==> config.mk <==
export PLATFORM = sky130hd
export DESIGN_NAME = ac_motor_deadtime_multi
export DESIGN_NICKNAME = d
export VERILOG_FILES = /design/src/rtl/ac_motor_deadtime_multi_pkg.sv /design/src/rtl/ac_motor_deadtime_multi_channel.sv /design/src/rtl/ac_motor_deadtime_multi.sv
export SDC_FILE = /design/constraint.sdc
export NUM_CORES = 1
export LEC_CHECK = 0
export BUFFER_PORTS_ARGS = -buffer_cell sky130_fd_sc_hd__buf_2
export CORE_ASPECT_RATIO = 0.8
export CORE_MARGIN = 5
export CORE_UTILIZATION = 50
export CTS_CLUSTER_SIZE = 24
export DETAILED_ROUTE_END_ITERATION = 7
export PLACE_DENSITY = 0.68
export SYNTH_ARGS = -nofsm -noshare
export SYNTH_HDL_FRONTEND = slang
export SYNTH_SLANG_ARGS = --single-unit
==> constraint.sdc <==
create_clock -name clk -period 2.9 [get_ports clk]
set_input_delay 0.435 -clock clk [delete_from_list [all_inputs] [get_ports clk]]
set_output_delay 0.435 -clock clk [all_outputs]
set_load 0.02 [all_outputs]
==> src/rtl/ac_motor_deadtime_multi_pkg.sv <==
// Shared definitions for the multi-channel dead-time generator: channel FSM
// state encoding and the default counter width.
package ac_motor_pkg;

  localparam int DELAY_WIDTH_DEFAULT = 11;

  localparam logic [2:0] ST_OFF          = 3'd0;
  localparam logic [2:0] ST_DEAD_TO_HIGH = 3'd1;
  localparam logic [2:0] ST_HIGH_ON      = 3'd2;
  localparam logic [2:0] ST_DEAD_TO_LOW  = 3'd3;
  localparam logic [2:0] ST_LOW_ON       = 3'd4;

endpackage

==> src/rtl/ac_motor_deadtime_multi_channel.sv <==
// One half-bridge: complementary gate drives with dead time, min ON pulse and
// abort of a dead interval when the command reverts to the side just left.
module ac_motor_deadtime_channel
  import ac_motor_pkg::*;
#(
  parameter int DELAY_WIDTH = DELAY_WIDTH_DEFAULT
) (
  input  logic                   clk,
  input  logic                   rst_n,
  input  logic                   force_off,
  input  logic                   s,
  input  logic [DELAY_WIDTH-1:0] delay,
  input  logic [DELAY_WIDTH-1:0] min_pulse,
  output logic                   s_high,
  output logic                   s_low,
  output logic                   in_dead,
  output logic [2:0]             state
);

  logic [2:0]             state_d, state_q;
  logic [DELAY_WIDTH-1:0] dead_cnt_d, dead_cnt_q;
  logic [DELAY_WIDTH-1:0] on_cnt_d, on_cnt_q;
  logic [DELAY_WIDTH-1:0] on_cnt_inc;
  logic                   from_on_d, from_on_q;
  logic                   s_high_d, s_high_q;
  logic                   s_low_d, s_low_q;
  logic                   in_dead_d, in_dead_q;

  always_comb begin
    state_d    = state_q;
    dead_cnt_d = dead_cnt_q;
    on_cnt_d   = on_cnt_q;
    from_on_d  = from_on_q;
    on_cnt_inc = (on_cnt_q == '1) ? on_cnt_q : on_cnt_q + 1'b1;
    if (force_off) begin
      state_d    = ST_OFF;
      dead_cnt_d = '0;
      on_cnt_d   = '0;
      from_on_d  = 1'b0;
    end else begin
      case (state_q)
        ST_OFF: begin
          state_d    = s ? ST_DEAD_TO_HIGH : ST_DEAD_TO_LOW;
          dead_cnt_d = delay;
          from_on_d  = 1'b0;
        end
        // A revert only returns to the previous ON side if there was one;
        // coming from OFF the only safe move is to restart the other interval.
        ST_DEAD_TO_HIGH: begin
          if (!s) begin
            if (from_on_q) begin
              state_d = ST_LOW_ON;
            end else begin
              state_d    = ST_DEAD_TO_LOW;
              dead_cnt_d = delay;
            end
          end else if (dead_cnt_q == '0) begin
            state_d  = ST_HIGH_ON;
            on_cnt_d = '0;
          end else begin
            dead_cnt_d = dead_cnt_q - 1'b1;
          end
        end
        ST_DEAD_TO_LOW: begin
          if (s) begin
            if (from_on_q) begin
              state_d = ST_HIGH_ON;
            end else begin
              state_d    = ST_DEAD_TO_HIGH;
              dead_cnt_d = delay;
            end
          end else if (dead_cnt_q == '0) begin
            state_d  = ST_LOW_ON;
            on_cnt_d = '0;
          end else begin
            dead_cnt_d = dead_cnt_q - 1'b1;
          end
        end
        ST_HIGH_ON: begin
          on_cnt_d = on_cnt_inc;
          if (!s && on_cnt_q >= min_pulse) begin
            state_d    = ST_DEAD_TO_LOW;
            dead_cnt_d = delay;
            from_on_d  = 1'b1;
          end
        end
        ST_LOW_ON: begin
          on_cnt_d = on_cnt_inc;
          if (s && on_cnt_q >= min_pulse) begin
            state_d    = ST_DEAD_TO_HIGH;
            dead_cnt_d = delay;
            from_on_d  = 1'b1;
          end
        end
        default: state_d = ST_OFF;
      endcase
    end
    s_high_d  = (state_d == ST_HIGH_ON);
    s_low_d   = (state_d == ST_LOW_ON);
    in_dead_d = (state_d == ST_DEAD_TO_HIGH) || (state_d == ST_DEAD_TO_LOW);
  end

  always_ff @(posedge clk or negedge rst_n) begin
    if (!rst_n) begin
      state_q    <= ST_OFF;
      dead_cnt_q <= '0;
      on_cnt_q   <= '0;
      from_on_q  <= 1'b0;
      s_high_q   <= 1'b0;
      s_low_q    <= 1'b0;
      in_dead_q  <= 1'b0;
    end else begin
      state_q    <= state_d;
      dead_cnt_q <= dead_cnt_d;
      on_cnt_q   <= on_cnt_d;
      from_on_q  <= from_on_d;
      s_high_q   <= s_high_d;
      s_low_q    <= s_low_d;
      in_dead_q  <= in_dead_d;
    end
  end

  assign s_high  = s_high_q;
  assign s_low   = s_low_q;
  assign in_dead = in_dead_q;
  assign state   = state_q;

endmodule

==> src/rtl/ac_motor_deadtime_multi.sv <==
// N-channel dead-time generator: input register, sticky fault latch and the
// enable/fault shutdown broadcast to one FSM per half-bridge.
module ac_motor_deadtime_multi
  import ac_motor_pkg::*;
#(
  parameter int CHANNELS         = 3,
  parameter int DELAY_WIDTH      = DELAY_WIDTH_DEFAULT,
  parameter bit DEFAULT_SIDE_LOW = 1'b1
) (
  input  logic                   clk,
  input  logic                   rst_n,
  input  logic                   enable,
  input  logic [DELAY_WIDTH-1:0] delay,
  input  logic [DELAY_WIDTH-1:0] min_pulse,
  input  logic                   fault,
  input  logic                   fault_clear,
  input  logic [CHANNELS-1:0]    s_in,
  output logic [CHANNELS-1:0]    s_high,
  output logic [CHANNELS-1:0]    s_low,
  output logic                   fault_latched,
  output logic [CHANNELS-1:0]    in_dead
);

  // With 1-bit commands the side is never ambiguous, so this is not consumed.
  localparam bit default_side_low_unused = DEFAULT_SIDE_LOW;

  logic [CHANNELS-1:0] s_d, s_q;
  logic                ready_d, ready_q;
  logic                fault_latched_d, fault_latched_q;
  logic                force_off;
  logic [2:0]          ch_state_unused [CHANNELS];

  // s_q holds no real command until the first edge after reset, so channels
  // stay OFF until then. The fault forces OFF on the same edge it latches.
  always_comb begin
    s_d             = s_in;
    ready_d         = 1'b1;
    fault_latched_d = fault | (fault_latched_q & ~fault_clear);
    force_off       = ~enable | fault_latched_d | ~ready_q;
  end

  always_ff @(posedge clk or negedge rst_n) begin
    if (!rst_n) begin
      s_q             <= '0;
      ready_q         <= 1'b0;
      fault_latched_q <= 1'b0;
    end else begin
      s_q             <= s_d;
      ready_q         <= ready_d;
      fault_latched_q <= fault_latched_d;
    end
  end

  for (genvar g = 0; g < CHANNELS; g++) begin : g_ch
    ac_motor_deadtime_channel #(
      .DELAY_WIDTH (DELAY_WIDTH)
    ) u_channel (
      .clk       (clk),
      .rst_n     (rst_n),
      .force_off (force_off),
      .s         (s_q[g]),
      .delay     (delay),
      .min_pulse (min_pulse),
      .s_high    (s_high[g]),
      .s_low     (s_low[g]),
      .in_dead   (in_dead[g]),
      .state     (ch_state_unused[g])
    );
  end

  assign fault_latched = fault_latched_q;

endmodule
Word level (Yosys, flattened, before mapping)
Index checks and enable logic that the tools add are counted.

storage, ports and cells
  input bits = 30
  register bits after elaboration = 92
  output and inout port bits = 10

cells by class
  bitwise logic cells = 7
  reduce and logical (&&, ||, !) cells = 39
  add/subtract/negate cells = 6
  multiplexer cells = 87
  $lt $le $gt $ge = 3
  eq/ne operators = 42

operator list
  kind                                                                  number
  11-bit 2-to-1 mux                                                     36
  11-bit one-hot mux with 5 select lines                                3
  11-bit one-hot mux with 3 select lines                                3
  3-bit 2-to-1 mux                                                      24
  3-bit one-hot mux with 5 select lines                                 3
  3-bit by 2-bit == test with 1-bit output, second input constant       12
  11-bit by 1-bit adder with 11-bit output, second input constant       3
  11-bit == test, second input constant                                 3
  11-bit greater-or-equal comparator                                    3
  11-bit logical NOT                                                    3
  11-bit by 1-bit subtractor with 11-bit output, second input constant  3
  3-bit != test, second input constant                                  9
  4-bit nonzero test                                                    6
  3-bit by 1-bit == test with 1-bit output, second input constant       6
  3-bit == test, second input constant                                  6
  3-bit by 2-bit != test with 1-bit output, second input constant       6
  3-bit AND reduction                                                   6
  6-bit nonzero test                                                    3
  2-bit 2-to-1 mux                                                      6
  4-bit AND reduction                                                   3
  3-bit logical NOT                                                     3
  1-bit 2-to-1 mux                                                      9
  1-bit one-hot mux with 3 select lines                                 3
  1-bit logical AND                                                     6
  6 further kinds                                                       16

Depth between registers and ports, before layout
Gate-level depths: netlist (run 1).

  depth in word-level cells = 8
  gate-level depth with buffers = 10
  gate-level depth less buffers = 9

By module
A second synthesis (run 1) with hierarchy kept.

second synthesis, totals
  cell total of the unflattened synthesis = 833
  area total of the unflattened synthesis = 6924.1 µm²

modules (own cells, without submodules)
  module                                          instances  cells an instance  area each (µm²)
  ac_motor_deadtime_channel at g_ch[2].u_channel  1          276                2323.5
  ac_motor_deadtime_channel at g_ch[0].u_channel  1          284                2301.0
  ac_motor_deadtime_channel at g_ch[1].u_channel  1          263                2145.8
  ac_motor_deadtime_multi                         1          10                 153.9

Worst setup path before layout (run 1)
Ideal clock, no wire load.

  path type = register -> register
  from = register g_ch[1].u_channel.dead_cnt_q[0]
  to = register g_ch[1].u_channel.on_cnt_q[4]
  buffers on the path = 1
  arrival time = 2.560 ns
  setup time = 0.120 ns
  cell stages (with the launch flop) = 11
  clock period less this slack = 2.680 ns
  path slack = 0.220 ns
  cells stage by stage = dfrtp_1 inv_1 ha_1 or4b_1 nor4_4 a311oi_1 or3_1 buf_2 or3_1 xor2_1 nor2_1

on the way
  cells in the longest elaborated chain, start to end = 5
  elaborated cells between the ends (all ways) = 6

ends and longest elaborated chain
  item                                      line                                                                          source
  from (decl)                               ac_motor_deadtime_multi_channel.sv:21                                         logic [DELAY_WIDTH-1:0] dead_cnt_d, dead_cnt_q;
  from (signal assigned)                    ac_motor_deadtime_multi_channel.sv:114                                        dead_cnt_q <= dead_cnt_d;
  11-bit logical NOT *                      ac_motor_deadtime_multi_channel.sv:57, ac_motor_deadtime_multi_channel.sv:72
  11-bit 2-to-1 mux *                       --
  11-bit 2-to-1 mux (on tied branches)      --
  11-bit one-hot mux with 3 select lines *  --
  11-bit 2-to-1 mux *                       --
  to (signal assigned)                      ac_motor_deadtime_multi_channel.sv:115                                        on_cnt_q <= on_cnt_d;
  to (decl)                                 ac_motor_deadtime_multi_channel.sv:22                                         logic [DELAY_WIDTH-1:0] on_cnt_d, on_cnt_q;

Every way passes the cells marked *; elsewhere a longest branch is shown, timed or not. The select of a mux whose other input is x is not followed.
A chain may end at the register's enable or synchronous reset.

Worst setup path in the final report (run 1)
  from = register g_ch[1].u_channel.dead_cnt_q[0]
  to = register g_ch[1].u_channel.on_cnt_q[9]

Same word-level chain as after synthesis.

==> results by stage, run 1 <==
Setup path:
- The startpoint identified for the worst register-to-register timing path is g_ch[1].u_channel.dead_cnt_q[0].
- By startpoint and endpoint, the worst setup path is classified as register to register.
- The minimum setup slack among reg-to-reg paths is 220 ps.
- The worst setup path is captured at a register.
- In this run the critical register-to-register path is captured at g_ch[1].u_channel.on_cnt_q[9].
- The cell seen most often among critical-path stages is or3_1.
- On the critical path, the stage with the largest delay is an instance of or4b_4.
- The worst stage delay on the critical path is 510 ps.
- In this run the worst path has a maximum fanout of 5.
- The arrival time of data at the critical path endpoint is 2920 ps.
- The kind of launch point of the worst setup path is a register.
- The signal on the critical path passes through inv_1 > ha_1 > or4b_4 > nor4_4 > a311oi_1 > or3_1 > or3_1 > xor2_1 > nor2_1.
- The cell depth of the worst flop-to-flop path is 9.
- Data on the critical path is required at its endpoint by 3140 ps.

STA:
- After layout, the worst path uses 92.5% of the clock period.
- Setup repair after global routing left no endpoint under its margin.
- Setup total negative slack on the finished layout was measured at 0 ps.
- The worst setup slack after layout is 216 ps.
- The final count of negative-setup-slack endpoints is 0.
- The tightest hold path in the finished design has a slack of 133 ps.
- The count of final max-slew check failures is 0.
- The smallest clock period supported by the final layout is computed as 2680 ps.
- At the pin with the least slew margin, the transition time is 941 ps.
- The hold violation total from the final report is 0.
- The final worst clock skew is 8.11 ps.
- The achievable frequency is 373 MHz.
- The worst pin sits at a relative slew slack of 36.8%.

Pwr:
- The worst ir drop on vdd is 0.354 mV.
- The total power after layout is 3.03 mW.
- The leakage power of the design is 3.43 nW.
- In this run the power density over the cells is 417 mW/mm².

Synthesis:
- The area share of the leading cell type in the synthesized netlist is 35.1%.
- The synthesized netlist devotes 23.9% of its cell area to compound gates.
- Of the total synthesized cell area, the portion taken by AND, OR, NAND and NOR gates is 24.4%.
- After synthesis, the largest family of logic cells by area is simple AND/OR/NAND/NOR gates.
- The synthesized netlist devotes 2.80% of its cell area to XOR and XNOR gates.
- The most used flip-flop cell after synthesis is dfrtp_1.
- The number of nets in the synthesized netlist is 876.
- The total of flip-flops plus latches after synthesis is 92.
- The per-instance average area after synthesis is 8.13 µm².
- After synthesis, the share of cell area in mux cells is 0.991%.
- Counting every instance in the synthesized netlist gives 807.
- After synthesis, the most frequently instantiated cells are dfrtp_1 (92), nand2_1 (87), nor2_1 (85).
- The synthesized netlist occupies a cell area of 0.00656 mm².
- By instance count, the leading cell after synthesis is dfrtp_1.
- For this run, asynchronously set or reset flops after synthesis account for 100%.
- The synthesized design contains 0 enable-type register cells.
- Yosys mapped the design onto 63 distinct sky130hd cell types.
- The synthesized design spends more area on one cell type than any other, namely dfrtp_1.
- The share of synthesized cell area in full adder, half adder and majority cells is 7.43%.
- The number of warnings reported in the yosys synthesis log is 0.
- By area the synthesized netlist is led by dfrtp_1 (35%), ha_1 (7.4%), o21ai_0 (6.1%).
- For this run, the register share of the synthesized area comes to 35.1%.

Route:
- After detailed routing, the number of remaining DRC violations is 0.
- Using the TritonRoute via totals, the vias-per-cell ratio works out to 6.24.
- Dividing the detail-routed wire length by the instance count gives 17.5 µm.
- The DRC marker count from the first detailed-route iteration is 563.
- After detailed routing, the total wire length is 17,700 µm.
- Once detail routing completed, the nets flagged for antenna violations numbered 0.
- Before antenna repair, the detailed router went through 5 iterations.
- The routed via count is 6,309.

Floorplanning:
- The die is 138 µm wide.
- Once the floorplan was initialized, standard cells occupied 51.0% of the core.
- The floorplan step defined a core boundary enclosing 0.0129 mm².
- 40 I/O pins were placed.
- The floorplan has 37 rows.
- The area of the die is 0.0155 mm².
- Measured along the y axis, the die boundary spans 112 µm.

Clock network:
- In this run, CTS created clock tree buffers numbering 9.
- The root buffer selected by CTS is clkbuf_16.
- The post-CTS clock slew at the launch and capture registers of the worst setup and hold paths is 70 ps.
- The CTS sink count is 92.
- The hold buffer count at CTS is 0.
- TritonCTS built the clock tree.
- The count of H-tree levels built during CTS is 3.
- Counting along the longest clock path gives a buffer depth of 2.
- The later-pin clock latency in the skew report is 350 ps.

Final layout:
- The growth of design area from synthesis to finish is 10.9%.
- The fraction of layout cells with a size suffix above 1 is 11.4%.
- The count of filler cells inserted in the layout is 1,190.
- The multi-input gate area in the final layout is 0.00391 mm².
- Summing all flip-flop and latch instances after layout gives 0.00230 mm².
- The post-layout instance area is 0.00728 mm².
- The number of nets in the layout is 901.
- 0 antenna diodes ended up in the layout.

GRT:
- The number of antenna violations at the first check in global routing came to 0.
- The number of global-route vias before repair is 6,076.
- The maximum number of pins on one net before global-route repair is 52.
- The leftover overflow at the end of global routing is 0.
- The first global-routing pass estimated 29,500 µm of wire.
- The global-route total usage across every layer is 22.8%.

Place:
- OpenSTA, run right after detailed placement, puts the worst setup slack at 146 ps.
- In this run the tool buffered the top-level ports with 39 buffer cells.
- The standard cell area after detailed placement is 0.00695 mm².
- The HPWL after detailed placement is 13,100 µm.
- The final weighted congestion in routability-driven placement is 0.896.

Run status:
- The flow ran to the end, and the final reports show no timing, DRC or antenna violations.

Hold path:
- The worst hold path belongs to the class primary input to asynchronous set/reset pin.

Run:
- The tool flagged a number of max-cap violations equal to 0.
[logic make-up after synthesis]
logic type,Yosys count
muxes,6
xor gates and xnor gates,21
DFF,92
and+or+nand+nor,326
AOI/OAI and AO/OA,238
adders and majority gates,39
buffers and inverters,84
other,1
[layer usage]
metal	up-vias	share of wire, %	track usage [%]
met1	3051	46	30.4
met4	0	1.8	7.31
li1	3002	-	-
met5	-	0	0
met2	224	45	36.7
met3	32	7.6	5.75
[repair_timing]
action | 4_1_cts | 5_1_grt
setup buffers | 0 | 0
resized for setup | 0 | 2
endpoints found under the hold margin | 0 | 0
setup endpoints to repair | 0 | 9
[how the worst max path moves through the flow]
stage                                          from                              end  slack (ps)  cells past startpoint
floorplan           g_ch[1].u_channel.dead_cnt_q[0]    g_ch[1].u_channel.on_cnt_q[4]         220                     10
global placement    g_ch[1].u_channel.dead_cnt_q[0]    g_ch[1].u_channel.on_cnt_q[9]         190                      9
detailed placement  g_ch[1].u_channel.dead_cnt_q[0]    g_ch[1].u_channel.on_cnt_q[3]         150                      8
CTS                 g_ch[1].u_channel.dead_cnt_q[0]    g_ch[1].u_channel.on_cnt_q[9]         130                      9
global route             g_ch[0].u_channel.state[1]  g_ch[0].u_channel.dead_cnt_q[6]           4                      6
finish              g_ch[1].u_channel.dead_cnt_q[0]    g_ch[1].u_channel.on_cnt_q[9]         220                      9
[power breakdown]
group / internal (mW) / switching, mW / leakage (nW)
sequential: 1.30 / 0.0317 / 1.27
clock: 0.778 / 0.503 / 0.159
combinational: 0.154 / 0.265 / 2.01
[layout make-up]
class                           count  share of cell area (%)
Tap cell                          175                    3.01
Clock buffer                       10                    3.28
Clock inverter                      5                    1.19
Timing Repair Buffer               62                    5.26
Inverter                           36                    1.86
Multi-Input combinational cell    631                    53.8
Sequential cell                    92                    31.6
[flip-flops by register name, summed over array words and instances (netlist names)]
register	flops
g_ch.u_channel.dead_cnt_q	33
g_ch.u_channel.on_cnt_q	33
g_ch.u_channel.state	9
g_ch.u_channel.from_on_q	3
g_ch.u_channel.in_dead	3
g_ch.u_channel.s_high	3
g_ch.u_channel.s_low	3
s_q	3
fault_latched	1
ready_q	1
[layout by cell type (no fill, tap or decap), types with 9 or more instances in the layout]
cell,count
nor4_1,10
buf_4,23
nand4_1,12
nand3_1,26
inv_1,36
nand2b_1,16
xor2_1,14
a21oi_1,31
ha_1,39
nor3_1,25
o21ai_0,79
buf_2,38
o31ai_1,15
a31oi_1,17
nor2b_1,13
nor2_1,85
clkbuf_16,9
and3_1,18
nand2_1,87
dfrtp_1,92
[worst max-delay path, delay by kind of cell, from the launching register on]
family,cells,cell delay (ps)
AO/OA/AOI/OAI,1,160
XOR/XNOR,1,130
adder cells (fa/ha/maj),1,170
buffers and inverters,1,130
flip-flops,1,400
AND/OR/NAND/NOR,5,1570
[per-stage QoR]
step	utilization [%]	cells
4_1_cts	56.5	1011
6_report	56.5	1011
2_1_floorplan	-	807
3_3_place_gp	54.0	996
5_1_grt	56.5	1011
3_5_place_dp	54.0	996
Note: power is estimated with default switching activity, not from simulation.
==> run 2: changes to the inputs <==
--- a/config.mk
+++ b/config.mk
@@ -5,13 +5,14 @@
 export SDC_FILE = /design/constraint.sdc
 export NUM_CORES = 1
 export LEC_CHECK = 0
+export ABC_AREA = 1
 export BUFFER_PORTS_ARGS = -buffer_cell sky130_fd_sc_hd__buf_2
 export CORE_ASPECT_RATIO = 0.8
 export CORE_MARGIN = 5
 export CORE_UTILIZATION = 50
 export CTS_CLUSTER_SIZE = 24
 export DETAILED_ROUTE_END_ITERATION = 7
-export PLACE_DENSITY = 0.68
+export PLACE_DENSITY = 0.67
 export SYNTH_ARGS = -nofsm -noshare
 export SYNTH_HDL_FRONTEND = slang
 export SYNTH_SLANG_ARGS = --single-unit
==> constraint.sdc (replaced) <==
create_clock -name clk -period 3.4 [get_ports clk]
set_input_delay 0.51 -clock clk [delete_from_list [all_inputs] [get_ports clk]]
set_output_delay 0.51 -clock clk [all_outputs]
set_load 0.02 [all_outputs]
==> run 2 against run 1 <==
Against the previous run:
- sequential power decreased by 15%
- synthesized area is 20% higher
- sequential share of layout area down 4.6 points
- combinational power decreased by 5%
- largest power group is now clock
- via count is 23% higher
- cell count grew 46%
- routed wire length grew 20%
- power is 10% lower
- die area grew 18%
==> results by stage, run 2 <==
GRT:
- The number of antenna violations at the first check in global routing is 0.
- The first global-routing pass estimated 35,400 µm of wire.
- The maximum number of pins on one net before global-route repair is 80.
- The global-route total usage across every layer is 24.0%.
- The number of global-route vias before repair is 7,008.
- After global routing the overflow that remains totals 0.

STA:
- The final worst clock skew is 10.8 ps.
- The headroom to the max-slew limit is 31.3%.
- The worst path in the final design needs a cycle of 2390 ps, including I/O delays and setup.
- The final period utilization is 70.2%.
- The final-layout setup total negative slack is 0 ps.
- The achievable frequency is 419 MHz.
- Setup violations remaining at the end of the flow were counted as 0.
- The count of final max-slew check failures is 0.
- Setup repair after global routing left no endpoint under its margin.
- The hold violation total from the final report is 0.
- At the pin with the least slew margin, the transition time is 1030 ps.

Setup path:
- The standard cell with the maximum stage delay on the critical path is dfrtp_1.
- STA classifies the critical path endpoint as a register.
- The critical path goes through inv_2 > nor2_2 > nand3_2 > nand2_1 > nand2_1 > nor2_1 > nor2_1 > nand2_1 > nand2_1 > nor2_1 > nand2_1 > nand2_1.
- STA classifies the critical path startpoint as a register.
- The cell class contributing the biggest share of worst-path delay is simple AND/OR/NAND/NOR gates.
- At the worst endpoint, the required time is 3690 ps.
- The classification of the worst setup path is register to register.
- By instance count, the cell type seen most on the critical path is nand2_1.
- The largest fanout of any net on the critical path is 13.
- For the worst setup path, the data arrival time is 2680 ps.
- The count of buffer and inverter cells on the critical path is 1.
- The worst stage delay on the critical path is 480 ps.

Synthesis:
- dfrtp_1 takes more of the synthesized area than any other cell.
- Dividing the synthesized area by the synthesized cell count gives 6.36 µm².
- Counting flops with an async set or reset pin after synthesis yields a share of 100%.
- Synthesis produced a netlist with a net count of 1,308.
- In the synthesized netlist, the cells that appear most often are nand2_1 (425), inv_1 (137), nor2_1 (136).
- The area share of the leading cell type in the synthesized netlist is 29.2%.
- The post-synthesis instance area is 0.00788 mm².
- Yosys printed 0 warnings.
- The post-synthesis sequential area ratio is 29.2%.
- In the synthesized netlist the dominant register cell turns out to be dfrtp_1.
- By area the synthesized netlist is led by dfrtp_1 (29%), nand2_1 (20%), inv_1 (6.5%).
- The most numerous cell in the Yosys netlist is nand2_1.
- The number of instances in the synthesized netlist is 1,239.
- Synthesis instantiated 45 different standard cells from the library.
- In this run, synthesis produced a sequential element count of 92.
- The number of flops mapped to enable cells by yosys is 0.

Place:
- The count of buffers added on input and output ports is 39.
- The wire-length estimate of the detail-placed layout is 16,000 µm.
- Once placement completed, the tool counted placed cells totaling 1,461.
- The final weighted congestion in routability-driven placement is 0.927.

Route:
- The pre-antenna-repair detailed-routing pass consisted of 5 iterations.
- After detailed routing, the average wire length per cell comes to 14.4 µm.
- Wires add up to 21,200 µm.
- The routed via count is 7,756.
- Using the TritonRoute via totals, the vias-per-cell ratio works out to 5.25.
- The DRC violations left is 0.
- The first routing iteration left 646 violations.
- Once detail routing completed, the nets flagged for antenna violations numbered 0.

Clock network:
- The maximum number of buffers from clock root to sink is 2.
- Clock tree synthesis selected as its root buffer the cell clkbuf_16.
- After clock tree synthesis, the setup repair step added 0 buffers.
- The CTS sink count is 92.
- CTS built an H-tree with a depth of 3.
- The clock tree from TritonCTS is yes.
- Post-CTS repair changed the size of 0 cells.
- The post-CTS clock slew at the launch and capture registers of the worst setup and hold paths is 70 ps.
- Buffers inserted during clock tree synthesis total 9.
- The hold buffer count at CTS is 0.
- The later pin in the worst-skew pair is clocked with a latency of 350 ps.

Final layout:
- Summing all flip-flop and latch instances after layout gives 0.00230 mm².
- After filler insertion, the fill cell instance count of the layout stands at 1,577.
- 0 antenna diodes ended up in the layout.
- The commonest non-fill, non-tap cell in the layout is nand2_1.
- The fraction of layout cells with a size suffix above 1 is 10.7%.
- The number of non-filler instances in the completed layout is 1,477.
- The number of nets in the layout is 1,326.
- Relative to the synthesized area, the layout overhead comes to 7.91%.
- Summing all multi-input logic gate instances after layout gives 0.00477 mm².
- In the layout the commonest cells are nand2_1 (425), inv_1 (137), nor2_1 (136).

Floorplanning:
- The placeable core area is 0.0156 mm².
- The x dimension of the die is 150 µm.
- The number of cell rows is 41.
- The area of the die is 0.0184 mm².
- The effective utilization at floorplan is 50.5%.
- The number of I/O pins is 40.
- The vertical die dimension is 122 µm.

Pwr:
- The worst ir drop on vdd is 0.362 mV.
- Summed over all cells, the static leakage comes to 4.63 nW.
- Power spread over the standard cell area amounts to 319 mW/mm².

Run status:
- The run finished with clean final reports.

Hold path:
- The kind of path behind the tightest hold check is primary input to register.

Run:
- Max-cap violations in this run came to 0.
-- run 2: changes by cell type in the layout (fill, tap and decap cells not counted), moves of 38 or more --
cell	previous run	this run
a21oi_1	31	69
inv_1	36	137
nand2_1	87	425
nand3_1	26	92
nor2_1	85	136
o21ai_0	79	30
-- run 2: worst reg2reg max path: stages (launching register included) --
cell and delay, ps:
dfrtp_1 480, inv_2 90, nor2_2 480, nand3_2 160
nand2_1 380, nand2_1 180, nor2_1 120, nor2_1 50
nand2_1 50, nand2_1 40, nor2_1 140, nand2_1 80
nand2_1 70
-- run 2: worst paths after layout --
path / from / to / slack [ps] / cells after the start
setup / recovery: g_ch[2].u_channel.state[0] / g_ch[2].u_channel.dead_cnt_q[9] / 1010 / 12
hold / removal: s_in[2] / s_q[2] / 260 / 1
setup reg to reg: g_ch[2].u_channel.state[0] / g_ch[2].u_channel.dead_cnt_q[9] / 1010 / 12
hold reg to reg: fault_latched / fault_latched / 520 / 2
max in group asynchronous: rst_n / g_ch[2].u_channel.state[2] / 2280 / 2
min in group asynchronous: rst_n / g_ch[0].u_channel.on_cnt_q[1] / 340 / 1
-- run 2: routing by layer --
metal	global-route usage [%]	up-vias	wire length [µm]
met5	0	-	0
met4	5.43	0	239
met3	3.62	26	1300
met2	36.3	248	9100
met1	36.3	3478	10600
li1	-	4004	-
-- run 2: cell type report --
cell class,count,area share [%]
multi-input combinational,957,56.1
clock buffer,9,2.65
inverter,152,6.71
timing repair buffer,45,2.86
sequential,92,27.1
tap,215,3.16
clock inverter,7,1.41
-- run 2: through the flow --
stage	setup WS (ps)	util, %	hold WS, ps	power, mW	cell area [µm²]
after floorplan	1450	-	214	1.42	7880
after global routing	775	54.5	253	2.85	8500
after CTS	1020	54.5	250	2.75	8500
final	1010	54.5	264	2.72	8500
after detailed placement	942	52.3	506	1.55	8160
after global placement	968	52.3	497	1.55	8160
-- run 2: report_power, final --
group | leakage, nW | switching, mW | internal (mW)
logic | 3.20 | 0.280 | 0.121
clock network | 0.166 | 0.458 | 0.723
registers | 1.27 | 0.0237 | 1.11
-- run 2: kinds of logic after synthesis --
| group | synth area share, % |
|---|---|
| fa+ha+maj | 6.19 |
| buf+inv | 10.3 |
| compound gates | 10.7 |
| simple gates | 42.3 |
| other cells | 0.0476 |
| flops | 29.2 |
| xor+xnor | 1.22 |
==> run 3: changes to the inputs <==
--- a/config.mk
+++ b/config.mk
@@ -12,7 +12,7 @@
 export CORE_UTILIZATION = 50
 export CTS_CLUSTER_SIZE = 24
 export DETAILED_ROUTE_END_ITERATION = 7
-export PLACE_DENSITY = 0.67
+export PLACE_DENSITY = 0.7
 export SYNTH_ARGS = -nofsm -noshare
 export SYNTH_HDL_FRONTEND = slang
 export SYNTH_SLANG_ARGS = --single-unit
==> constraint.sdc (replaced) <==
create_clock -name clk -period 2.1 [get_ports clk]
set_input_delay 0.315 -clock clk [delete_from_list [all_inputs] [get_ports clk]]
set_output_delay 0.315 -clock clk [all_outputs]
set_load 0.02 [all_outputs]
==> run 3 against run 2 <==
Against the previous run:
- critical path depth shrank 1
- clock power grew 42%
- sequential cell count is the same
- clock skew shrank 4.1 ps
- critical path type unchanged
==> results by stage, run 3 (same netlist as run 2, synthesis figures left out) <==
Run status:
- The run finished with clean final reports.

Hold path:
- The worst hold path belongs to the class primary input to register.
- Counting instances, the worst hold path has a depth of 1.

STA:
- The final worst clock skew is 6.71 ps.
- The count of final max-slew check failures is 0.
- Setup repair after global routing could not meet its margin everywhere.
- The worst path uses 94.1% of the clock period.
- The post-layout minimum cycle time is 1980 ps.
- For this run, the top clock speed supported by timing is 506 MHz.
- The final count of negative-setup-slack endpoints is 0.
- The hold violation total from the final report came to 0.
- The worst hold slack is 60.7 ps.
- The worst setup slack after layout is 123 ps.
- Summed over all failing endpoints, the final setup total negative slack is 0 ps.

Pwr:
- Across the VDD grid, the largest voltage drop is 0.382 mV.
- The total power divided by cell area is 464 mW/mm².
- The design draws 4.21 mW.
- The leakage power of the design is 4.95 nW.

GRT:
- The leftover overflow at the end of global routing is 0.
- The number of global-route vias before repair is 7,369.
- Global routing consumed, over all layers together, 24.2% of the routing resources.
- The number of antenna violations at the first check in global routing is 0.
- Entering global routing, the biggest net connects 48 pins.
- The first global-routing pass estimated 35,900 µm of wire.

Final layout:
- Leaving out fill and tap cells, the most frequent cell in the layout is nand2_1.
- In the layout the commonest cells are nand2_1 (419), inv_1 (136), nor2_1 (134).
- The count of filler cells inserted in the layout is 1,513.
- After the last flow step, the layout net total stands at 1,386.
- The multi-input gate area in the final layout is 0.00485 mm².
- Across the whole layout, storage elements account for 0.00231 mm².
- The fraction of layout cells with a size suffix above 1 is 16.3%.
- The number of antenna diodes is 0.
- The growth of design area from synthesis to finish is 15.2%.

Place:
- Routability-driven placement finished with a final weighted congestion of 0.977.
- Before CTS, the worst setup slack after placement is -2.11 ps.
- The detailed placer's ending HPWL is 16,300 µm.
- The count of input and output buffers is 39.

Floorplanning:
- The placeable core area is 0.0156 mm².
- In this run the vertical extent of the chip is 122 µm.
- The effective utilization at floorplan is 50.5%.
- The number of cell rows is 41.
- The number of I/O pins is 40.
- The floorplan step defined a die boundary enclosing 0.0184 mm².
- The die is 150 µm wide.

Route:
- The DRC marker count from the first detailed-route iteration is 488.
- The count of nets left with antenna violations once routing finished came out at 0.
- The final wirelength is 21,600 µm.
- The number of optimization iterations in the first detailed-route pass is 5.
- Detailed routing inserted a total of 7,997 vias.
- The post-detailed-route via-to-cell ratio is 5.20.
- Dividing the detail-routed wire length by the instance count gives 14.1 µm.
- After detailed routing, the number of remaining DRC violations is 0.

Run:
- The total of max-cap violations is 0.

Clock network:
- The maximum number of buffers from clock root to sink is 2.
- The count of H-tree levels built during CTS is 3.
- The later-pin clock latency in the skew report is 350 ps.
- The tree built by TritonCTS fans out to 92 sinks.
- The total clock buffers created by CTS is 9.
- TritonCTS built the clock tree.
- The post-CTS clock slew at the launch and capture registers of the worst setup and hold paths is 70 ps.
- The root buffer selected by CTS is clkbuf_16.

Setup path:
- The worst setup path is captured at a register.
- The number of cells on the worst reg-to-reg path is 11.
- The worst stage delay on the critical path is 430 ps.
- The kind of launch point of the worst setup path is a register.
- Walking the worst path, the cells encountered are ha_1 > nand2_1 > inv_1 > a21oi_1 > nand2_1 > o21bai_1 > buf_4 > inv_1 > nand2_1 > nand3_1 > nor2_1.
- The required time at the endpoint of the critical path is 2350 ps.
- The cell class contributing the biggest share of worst-path delay is simple AND/OR/NAND/NOR gates.
- On the critical path, the stage with the largest delay is an instance of dfrtp_1.
- The cell that appears most often on the critical path is nand2_1.
- The logic depth of the worst setup path including buffers is 11.
- Across all register-to-register paths, the minimum setup slack is 120 ps.
- The classification of the worst setup path is register to register.
- The count of buffer and inverter cells on the critical path is 3.
- The largest fanout of any net on the critical path is 4.
- The arrival time of data at the critical path endpoint is 2230 ps.
run 3: cell types whose count changed in the layout (fill, tap and decap cells not counted), sizes merged:
cell / delta
buf: +59
bufinv: -2
clkinv: +1
clkinvlp: +1
dlygate4sd3: +1
run 3: repair_timing:
item | CTS | global route
endpoints found under the hold margin | 28 | 0
hold buffers | 1 | 0
endpoints found under the setup margin | 0 | 68
gates resized for setup | 0 | 28
setup buffers | 0 | 7
run 3: path summary, 6_finish.rpt:
kind                                                     to                             start
setup reg to reg                   g_ch[0].u_channel.s_high    g_ch[0].u_channel.on_cnt_q[10]
setup / recovery                   g_ch[0].u_channel.s_high    g_ch[0].u_channel.on_cnt_q[10]
max in group asynchronous     g_ch[2].u_channel.on_cnt_q[4]                             rst_n
hold reg to reg            g_ch[0].u_channel.dead_cnt_q[10]  g_ch[0].u_channel.dead_cnt_q[10]
min in group asynchronous                           ready_q                             rst_n
hold / removal                                       s_q[2]                           s_in[2]
run 3: cell type report:
cell class / count / area share, %
clock buffer: 9 / 2.48
multi-input combinational: 957 / 53.5
tap: 215 / 2.97
sequential: 92 / 25.5
inverter: 152 / 6.29
clock inverter: 7 / 0.800
timing repair buffer: 105 / 8.54
run 3: stage by stage:
step | util, % | instance area (µm²) | instances
after global routing | 58.2 | 9070 | 1537
after detailed placement | 55.3 | 8620 | 1513
final | 58.2 | 9070 | 1537
after CTS | 57.3 | 8930 | 1530
after floorplan | - | 7880 | 1239
after global placement | 55.3 | 8620 | 1513
run 3: worst register-to-register path, cell delays in order (launching register included):
cell and delay, ps:
dfrtp_1 430, ha_1 310, nand2_1 80, inv_1 50
a21oi_1 150, nand2_1 120, o21bai_1 200, buf_4 150
inv_1 30, nand2_1 40, nand3_1 90, nor2_1 230
run 3: report_power, final:
group | total, mW | internal (mW) | switching [mW] | leakage [nW]
registers | 1.83 | 1.80 | 0.0328 | 1.26
clock network | 1.68 | 0.928 | 0.755 | 0.142
logic | 0.699 | 0.233 | 0.466 | 3.55
run 3: metal layers:
layer	GRT usage [%]	vias up	routed length, µm
met4	6.23	0	336
met3	3.99	33	1340
met1	35.7	3620	10500
met2	37.1	226	9400
li1	-	4118	-
met5	0	-	0
